$ cat src/rtl/gpio_pad_ctrl.sv
// GPIO bank controller: registered pad drive/enable/pull, synchronized and
// debounced pad inputs, and rise/fall interrupt pending bits behind a small register port.
module gpio_pad_ctrl #(
  parameter int NUM_PINS = 8,
  parameter int DEB_W    = 8
) (
  input  logic                clk_i,
  input  logic                rst_i,
  input  logic                cfg_we_i,
  input  logic [2:0]          cfg_addr_i,
  input  logic [NUM_PINS-1:0] cfg_wdata_i,
  output logic [NUM_PINS-1:0] cfg_rdata_o,
  output logic [NUM_PINS-1:0] pad_i_o,
  output logic [NUM_PINS-1:0] pad_oen_o,
  output logic [NUM_PINS-1:0] pad_ren_o,
  input  logic [NUM_PINS-1:0] pad_c_i,
  output logic                irq_o
);

  localparam logic [2:0] ADDR_DIR  = 3'd0;
  localparam logic [2:0] ADDR_OUT  = 3'd1;
  localparam logic [2:0] ADDR_IN   = 3'd2;
  localparam logic [2:0] ADDR_REN  = 3'd3;
  localparam logic [2:0] ADDR_IER  = 3'd4;
  localparam logic [2:0] ADDR_IEF  = 3'd5;
  localparam logic [2:0] ADDR_PEND = 3'd6;
  localparam logic [2:0] ADDR_DEB  = 3'd7;

  logic [NUM_PINS-1:0] dir_q;
  logic [NUM_PINS-1:0] out_q;
  logic [NUM_PINS-1:0] ren_q;
  logic [NUM_PINS-1:0] ier_q;
  logic [NUM_PINS-1:0] ief_q;
  logic [NUM_PINS-1:0] pend_q;
  logic [DEB_W-1:0]    deb_q;
  logic                irq_q;

  logic [NUM_PINS-1:0] sync_p0;
  logic [NUM_PINS-1:0] sync_p1;
  logic [NUM_PINS-1:0] st_q;
  logic [NUM_PINS-1:0] st_d;
  logic [NUM_PINS-1:0][DEB_W-1:0] cnt_q;
  logic [NUM_PINS-1:0][DEB_W-1:0] cnt_d;

  logic [DEB_W-1:0]    last_cnt;
  logic [NUM_PINS-1:0] rise;
  logic [NUM_PINS-1:0] fall;
  logic [NUM_PINS-1:0] pend_clr;
  logic [NUM_PINS-1:0] pend_d;
  logic                wr_dir;
  logic                wr_out;
  logic                wr_ren;
  logic                wr_ier;
  logic                wr_ief;
  logic                wr_pend;
  logic                wr_deb;

  // A threshold of zero behaves like one: a change is accepted after a single cycle.
  function automatic logic [DEB_W-1:0] final_count(input logic [DEB_W-1:0] deb);
    if (deb == '0) begin
      return '0;
    end
    return deb - DEB_W'(1);
  endfunction

  always_comb begin
    wr_dir  = cfg_we_i && (cfg_addr_i == ADDR_DIR);
    wr_out  = cfg_we_i && (cfg_addr_i == ADDR_OUT);
    wr_ren  = cfg_we_i && (cfg_addr_i == ADDR_REN);
    wr_ier  = cfg_we_i && (cfg_addr_i == ADDR_IER);
    wr_ief  = cfg_we_i && (cfg_addr_i == ADDR_IEF);
    wr_pend = cfg_we_i && (cfg_addr_i == ADDR_PEND);
    wr_deb  = cfg_we_i && (cfg_addr_i == ADDR_DEB);
  end

  always_ff @(posedge clk_i) begin
    if (rst_i) begin
      dir_q <= '0;
      out_q <= '0;
      ren_q <= '0;
      ier_q <= '0;
      ief_q <= '0;
      deb_q <= '0;
    end else begin
      if (wr_dir) dir_q <= cfg_wdata_i;
      if (wr_out) out_q <= cfg_wdata_i;
      if (wr_ren) ren_q <= cfg_wdata_i;
      if (wr_ier) ier_q <= cfg_wdata_i;
      if (wr_ief) ief_q <= cfg_wdata_i;
      if (wr_deb) deb_q <= cfg_wdata_i[DEB_W-1:0];
    end
  end

  // Stage p0/p1: two-flop synchronizer for the asynchronous pad inputs
  always_ff @(posedge clk_i) begin
    if (rst_i) begin
      sync_p0 <= '0;
      sync_p1 <= '0;
    end else begin
      sync_p0 <= pad_c_i;
      sync_p1 <= sync_p0;
    end
  end

  // The >= compare lets a shrunk threshold take effect on a count already past it.
  always_comb begin
    last_cnt = final_count(deb_q);
    st_d     = st_q;
    cnt_d    = '0;
    for (int n = 0; n < NUM_PINS; n++) begin
      if (sync_p1[n] != st_q[n]) begin
        if (cnt_q[n] >= last_cnt) begin
          st_d[n] = sync_p1[n];
        end else begin
          cnt_d[n] = cnt_q[n] + DEB_W'(1);
        end
      end
    end
  end

  // Stage p2: debounced stable value and per-pin run counter
  always_ff @(posedge clk_i) begin
    if (rst_i) begin
      st_q  <= '0;
      cnt_q <= '0;
    end else begin
      st_q  <= st_d;
      cnt_q <= cnt_d;
    end
  end

  // A new edge outranks a same-cycle write-one-to-clear on the same bit.
  always_comb begin
    rise     = st_d & ~st_q & ier_q;
    fall     = ~st_d & st_q & ief_q;
    pend_clr = wr_pend ? cfg_wdata_i : '0;
    pend_d   = (pend_q & ~pend_clr) | rise | fall;
  end

  always_ff @(posedge clk_i) begin
    if (rst_i) begin
      pend_q <= '0;
      irq_q  <= 1'b0;
    end else begin
      pend_q <= pend_d;
      irq_q  <= |pend_q;
    end
  end

  always_comb begin
    cfg_rdata_o = '0;
    case (cfg_addr_i)
      ADDR_DIR:  cfg_rdata_o = dir_q;
      ADDR_OUT:  cfg_rdata_o = out_q;
      ADDR_IN:   cfg_rdata_o = st_q;
      ADDR_REN:  cfg_rdata_o = ren_q;
      ADDR_IER:  cfg_rdata_o = ier_q;
      ADDR_IEF:  cfg_rdata_o = ief_q;
      ADDR_PEND: cfg_rdata_o = pend_q;
      ADDR_DEB:  cfg_rdata_o = NUM_PINS'(deb_q);
      default:   cfg_rdata_o = '0;
    endcase
  end

  assign pad_oen_o = dir_q;
  assign pad_i_o   = out_q;
  assign pad_ren_o = ren_q;
  assign irq_o     = irq_q;

endmodule

$ cat config.mk
export PLATFORM = sky130hd
export DESIGN_NAME = gpio_pad_ctrl
export DESIGN_NICKNAME = d
export VERILOG_FILES = /design/src/rtl/gpio_pad_ctrl.sv
export SDC_FILE = /design/constraint.sdc
export NUM_CORES = 1
export LEC_CHECK = 0
export CORE_AREA = 2 2 117 119
export DETAILED_ROUTE_END_ITERATION = 8
export DIE_AREA = 0 0 119 121
export MAX_ROUTING_LAYER = met4
export PLACE_DENSITY = 0.85
export REMOVE_ABC_BUFFERS = 1
export SYNTH_ARGS = -nofsm -noshare
export SYNTH_HDL_FRONTEND = slang
export SYNTH_SLANG_ARGS = --single-unit
$ cat constraint.sdc
create_clock -name clk_i -period 3.52 [get_ports clk_i]
set_input_delay 0.352 -clock clk_i [delete_from_list [all_inputs] [get_ports clk_i]]
set_output_delay 0.352 -clock clk_i [all_outputs]
set_load 0.03 [all_outputs]
# Word-level counts from Yosys, hierarchy flattened
# Cells that the tools add are included.
# Widths: inputs -> output; s select.
op_classes:
  eq_ne: 15
  add_sub_neg: 9
  n_shift: 0
  div_mod_pow: 0
  n_mul: 0
  bitwise: 18
  magnitude_cmp: 8
  n_reduce_logical: 18
  n_mux: 21
ops:
  columns: ["op", "count"]
  rows:
  - ["$add 8x1->8 const B", 8]
  - ["$ge 8x8->1", 8]
  - ["$pmux 8 s8", 1]
  - ["$and 8x8->8", 5]
  - ["$mux 8", 3]
  - ["$not 8->8", 3]
  - ["$reduce_or 3->1", 8]
  - ["$mux 1", 17]
  - ["$or 8x8->8", 2]
  - ["$eq 3x3->1 const B", 4]
  - ["$logic_not 8->1", 1]
  - ["$ne 1x1->1", 8]
  - ["$not 1->1", 8]
  - ["$reduce_or 8->1", 1]
  - ["$sub 8x1->8 const B", 1]
  - ["$logic_and 1x1->1", 7]
  - ["$eq 3x2->1 const B", 2]
  - ["$eq 3x1->1 const B", 1]
  - ["$logic_not 3->1", 1]
totals:
  latchBits: 0
  mem_bits_rw: 0
  reg_bits: 145
  memories: 0
  romBits: 0
  word_cells: 108
  output_inout_bits: 33

# Longest topological paths before layout
logic_depth:
  depth_word: 10
  ltp_mapped: 12
  mapped_depth_nobuf: 11

# Least setup slack after synthesis
# Ideal clock, no wire load.
synth_timing:
  kind: "register to register"
  start: "reg deb_q[0]"
  end: "reg cnt_q[2] (netlist bit)"
  arrival_time_ps: 2752
  t_required_ps: 3458
  synth_period_minus_slack_ps: 2814
  path_stages_with_launch: 13
  slack_ps: 706
  n_path_buf: 1
  cell_sequence: "dfxtp_1 -> inv_1 -> ha_1 -> nand2_1 -> nor3_1 -> mux2i_1 -> ha_1 -> a21oi_1 -> nand2_1 -> a21oi_1 -> or4b_1 -> buf_6 -> nor2_2"
synth_between:
  elab_chain_cells: 5
synth_lines:
  columns: ["item", "line_no", "source"]
  rows:
  - ["from (decl)", "35", "logic [DEB_W-1:0] deb_q;"]
  - ["from (signal assigned)", "90", "if (wr_deb) deb_q <= cfg_wdata_i[DEB_W-1:0];"]
  - ["branches (longest 2 deep; another with $sub 8x1->8)", null, null]
  - ["$mux 8 (*)", "63", "return deb - DEB_W'(1);"]
  - ["$ge 8x8->1 (*)", "112", "if (cnt_q[n] >= last_cnt) begin"]
  - ["$reduce_or 3->1 (no source line) (*)", null, null]
  - ["to (signal assigned)", "128", "cnt_q <= cnt_d;"]
  - ["to (decl)", "42", "logic [NUM_PINS-1:0][DEB_W-1:0] cnt_q;"]
# Every way passes the cells marked *.
# A chain may end at the register's enable or synchronous reset.

# Final worst setup path
layout_timing:
  start: "reg deb_q[0]"
  end: "reg cnt_q[3] (netlist bit)"
# Same word-level chain as after synthesis.

==> flow_metrics.py <==
metrics = {
    "global_route": {
        "grt_pass1_vias": 6176,
        "met2_usage_pct": 41.2,
        "antenna_found_initial": 0,
        "globalRouteTotalUtil_pct": 26.4,
        "use_met3_pct": 4.46,
        "grt_overflow": 0,
        "grt_max_degree": 82,
        "grt_first_pass_wirelength_um": 29600,
        "met1_usage_pct": 33.3,
        "grt-busiest-layer": "met2",
    },
    "power": {
        "swShare_pct": 25.3,
        "power.leakage_uw": 0.00334,
        "peakVddDrop_mv": 0.333,
        "power.internal_uw": 3070,
        "seqPwrFrac_pct": 41.5,
        "p_per_area_mw_per_mm2": 458,
        "p_sw_uw": 1040,
        "power_frac_clock_pct": 45.8,
        "pwr-share-comb_pct": 12.7,
    },
    "yosys": {
        "synth_top_area_share_pct": 38.0,
        "async_reset_ff_share_pct": 0,
        "muxShareOfSynthArea_pct": 2.88,
        "yosys.area.top_type": "dfxtp_1",
        "synth_fa_ha_area_share_pct": 12.0,
        "yosys.cell_count.top_type": "dfxtp_1",
        "synth_edf_count": 0,
        "synthCells": 887,
        "synth_top_family_by_area": "simple AND/OR/NAND/NOR gates",
        "synth_area_mm2": 0.00764,
        "synth-seq-cells": 145,
        "synth.area.top_cells": "dfxtp_1 (38%), ha_1 (12%), nand2_1 (6.5%)",
        "synth-simple-area-share_pct": 26.4,
        "synth-seq-area-share_pct": 38.0,
        "synth_compound_area_share_pct": 11.0,
        "syn_area_per_cell_um2": 8.61,
        "synth_xor_xnor_area_share_pct": 6.76,
        "ys_warn_count": 0,
        "ys_types": 53,
        "synth_ff_type": "dfxtp_1",
        "synth_common_cells": "dfxtp_1 (145), nand2_1 (133), a21oi_1 (73), ha_1 (73), nor2_1 (62)",
    },
    "min_path": {
        "whs_path_depth": 1,
        "hp-class": "reg -> reg",
        "hold_start": "sync_p0[5]$_SDFF_PP0_",
        "min_to": "sync_p1[5]$_SDFF_PP0_",
    },
    "final_layout": {
        "antenna-diode-count": 0,
        "fillerInstances": 1024,
        "final_cell_area_mm2": 0.00897,
        "multi_input_area_mm2": 0.00451,
        "synthToLayoutAreaGrowth_pct": 17.4,
        "final_nets": 1035,
        "drive_gt1_share_pct": 8.18,
        "final_cells": 1129,
        "regArea_mm2": 0.00290,
    },
    "worst_setup_path": {
        "timing.rr.start": "deb_q[0]$_SDFFE_PP0P_",
        "cp-end-kind": "flop",
        "critical_path_required_ns": 3.88,
        "r2r_cells": 11,
        "arrival_ns": 3.65,
        "critPathMaxFanout": 8,
        "criticalPathCategory": "reg -> reg",
        "regToRegSetupSlack_ns": 0.23,
        "reg2reg_to": "cnt_q[3]$_SDFF_PP0_",
        "start_kind": "flop",
    },
    "clocking": {
        "cts_resized": 0,
        "h-tree-depth": 4,
        "worstSkewPairLatency_ns": 0.43,
        "clk_path_buf_depth": 2,
        "ctsHoldBuffers": 0,
        "cts-root-buf": "clkbuf_16",
        "tritoncts": "done",
        "cts_sinks": 145,
        "numCtsBuffers": 17,
        "cts_setup_buffers": 0,
        "cts.clk_slew.worst_paths_ns": 0.06,
    },
    "routing": {
        "firstDrtPassIters": 5,
        "drcViolationCount": 0,
        "wl_per_cell_um": 15.6,
        "viasPerCell": 5.62,
        "vias": 6349,
        "drt_wl_total_um": 17600,
        "drt_iter0_drc": 438,
        "drtAntennaViolNets": 0,
    },
    "timing": {
        "rsz0062_at_grt": "false",
        "finalMaxSlewViolations": 0,
        "worstMarginPinSlew_ns": 0.790,
        "fin_crit_sh_pct": 93.4,
        "min_period_ns": 3.29,
        "setup_viol": 0,
        "finalHoldViolations": 0,
        "fmax_ghz": 0.304,
        "timing.slew.headroom_pct": 47.3,
        "tns_ns": 0,
        "finalClockSkew_ns": 0.00673,
    },
    "floorplanning": {
        "die_y_um": 121,
        "initial_core_util_pct": 58.4,
        "die_area_mm2": 0.0144,
        "top_level_ports": 55,
        "core_area_mm2": 0.0131,
        "fp.dieW_um": 119,
        "std_cell_rows": 42,
    },
    "placement": {
        "placed_cell_area_mm2": 0.00835,
        "dp_hpwl_um": 12500,
        "dp_cells": 1097,
        "routabilityCongestion": 0.901,
        "port_buffers": 54,
    },
    "run_status": {
        "status": "completed",
    },
    "run": {
        "max_cap_violations": 0,
    },
}
registers in the layout (all words and copies together) (netlist names):
signal,count
deb_q,8
st_q,8
pad_ren_o,8
pad_i_o,8
sync_p0,8
cnt_q,64
irq_o,1
ier_q,8
ief_q,8
pad_oen_o,8
sync_p1,8
pend_q,8
worst max path at each step:
stage                           from                   end  slack, ns  cells past startpoint
4_1_cts        deb_q[0]$_SDFFE_PP0P_   cnt_q[3]$_SDFF_PP0_       0.24                     11
5_1_grt        deb_q[0]$_SDFFE_PP0P_   cnt_q[3]$_SDFF_PP0_       0.01                     11
3_5_place_dp   deb_q[0]$_SDFFE_PP0P_  cnt_q[42]$_SDFF_PP0_       0.25                     11
3_3_place_gp   deb_q[0]$_SDFFE_PP0P_  cnt_q[54]$_SDFF_PP0_       0.35                     11
6_report       deb_q[0]$_SDFFE_PP0P_   cnt_q[3]$_SDFF_PP0_       0.23                     11
2_1_floorplan  deb_q[0]$_SDFFE_PP0P_  cnt_q[50]$_SDFF_PP0_       0.61                     11
placed cells by master, fill, tap and decap left out, types with 3 or more instances in the layout:
master,count
xor2_1,37
xnor2_1,22
nand4_1,9
nand3_1,45
inv_1,23
nand3b_1,16
a211o_1,5
a22oi_1,3
mux2_2,4
nor2_1,62
a211oi_1,3
o2111ai_1,5
a21o_1,7
nor2_2,23
a31oi_1,5
o21ai_0,15
clkbuf_16,17
a21oi_1,73
or3_1,3
clkinvlp_4,5
mux2i_1,13
clkinv_2,5
and3_1,29
and4_1,5
dfxtp_1,145
ha_1,73
o21ai_1,3
bufinv_16,4
nand2b_1,21
clkdlybuf4s50_1,53
nor2b_1,30
a22o_1,3
or4b_1,3
buf_4,8
o211ai_1,3
o22ai_1,11
nand2_1,133
kinds of logic (layout without fill, tap and decap cells):
family | Yosys count | count (layout)
buffers and inverters | 52 | 118
XOR/XNOR | 59 | 59
adder cells (fa/ha/maj) | 73 | 73
AO/OA/AOI/OAI | 142 | 142
flip-flops | 145 | 145
AND/OR/NAND/NOR | 397 | 397
multiplexers | 19 | 19
layout make-up:
| cell class | instances | share of cell area, % |
|---|---|---|
| sequential | 145 | 32.4 |
| inverter | 23 | 0.963 |
| clock inverter | 15 | 2.13 |
| clock buffer | 17 | 4.74 |
| timing repair buffer | 63 | 7.03 |
| multi-input combinational | 690 | 50.3 |
| tap | 176 | 2.46 |
metal layers:
| layer | wire length, µm | up-vias |
|---|---|---|
| met4 | 548 | 0 |
| met5 | 0 | - |
| li1 | - | 3187 |
| met3 | 958 | 45 |
| met1 | 8030 | 2918 |
| met2 | 8050 | 199 |
power groups by stage:
stage                     Combinational (µW)  Sequential, µW  Clock (µW)
after floorplan                          310            1740           0
after global placement                   499            1740           0
after detailed placement                 513            1740           0
after CTS                                518            1710        1900
after global routing                     578            1710        1980
final                                    520            1710        1880
metrics by stage:
step                      util (%)  total power, µW  hold WS, ns  setup WS (ns)
after floorplan                  -             2050        0.414          0.609
after global placement        63.8             2240        0.418          0.354
final                         68.5             4110        0.433          0.234
after CTS                     68.5             4130        0.434          0.238
after global routing          68.5             4270        0.446         0.0141
after detailed placement      63.8             2250        0.420          0.246
worst max-delay path: stages, from the launching register on:
cell and delay [ns]:
dfxtp_1 0.33, inv_1 0.09, ha_1 0.21, nand2_1 0.11, or3_1 0.45, nand2b_1 0.34, ha_1 0.32, nor2b_1 0.14
o211ai_1 0.17, a31oi_1 0.15, or4b_1 0.75, nor2_2 0.18
No activity file was read; power rests on OpenSTA's default activity.
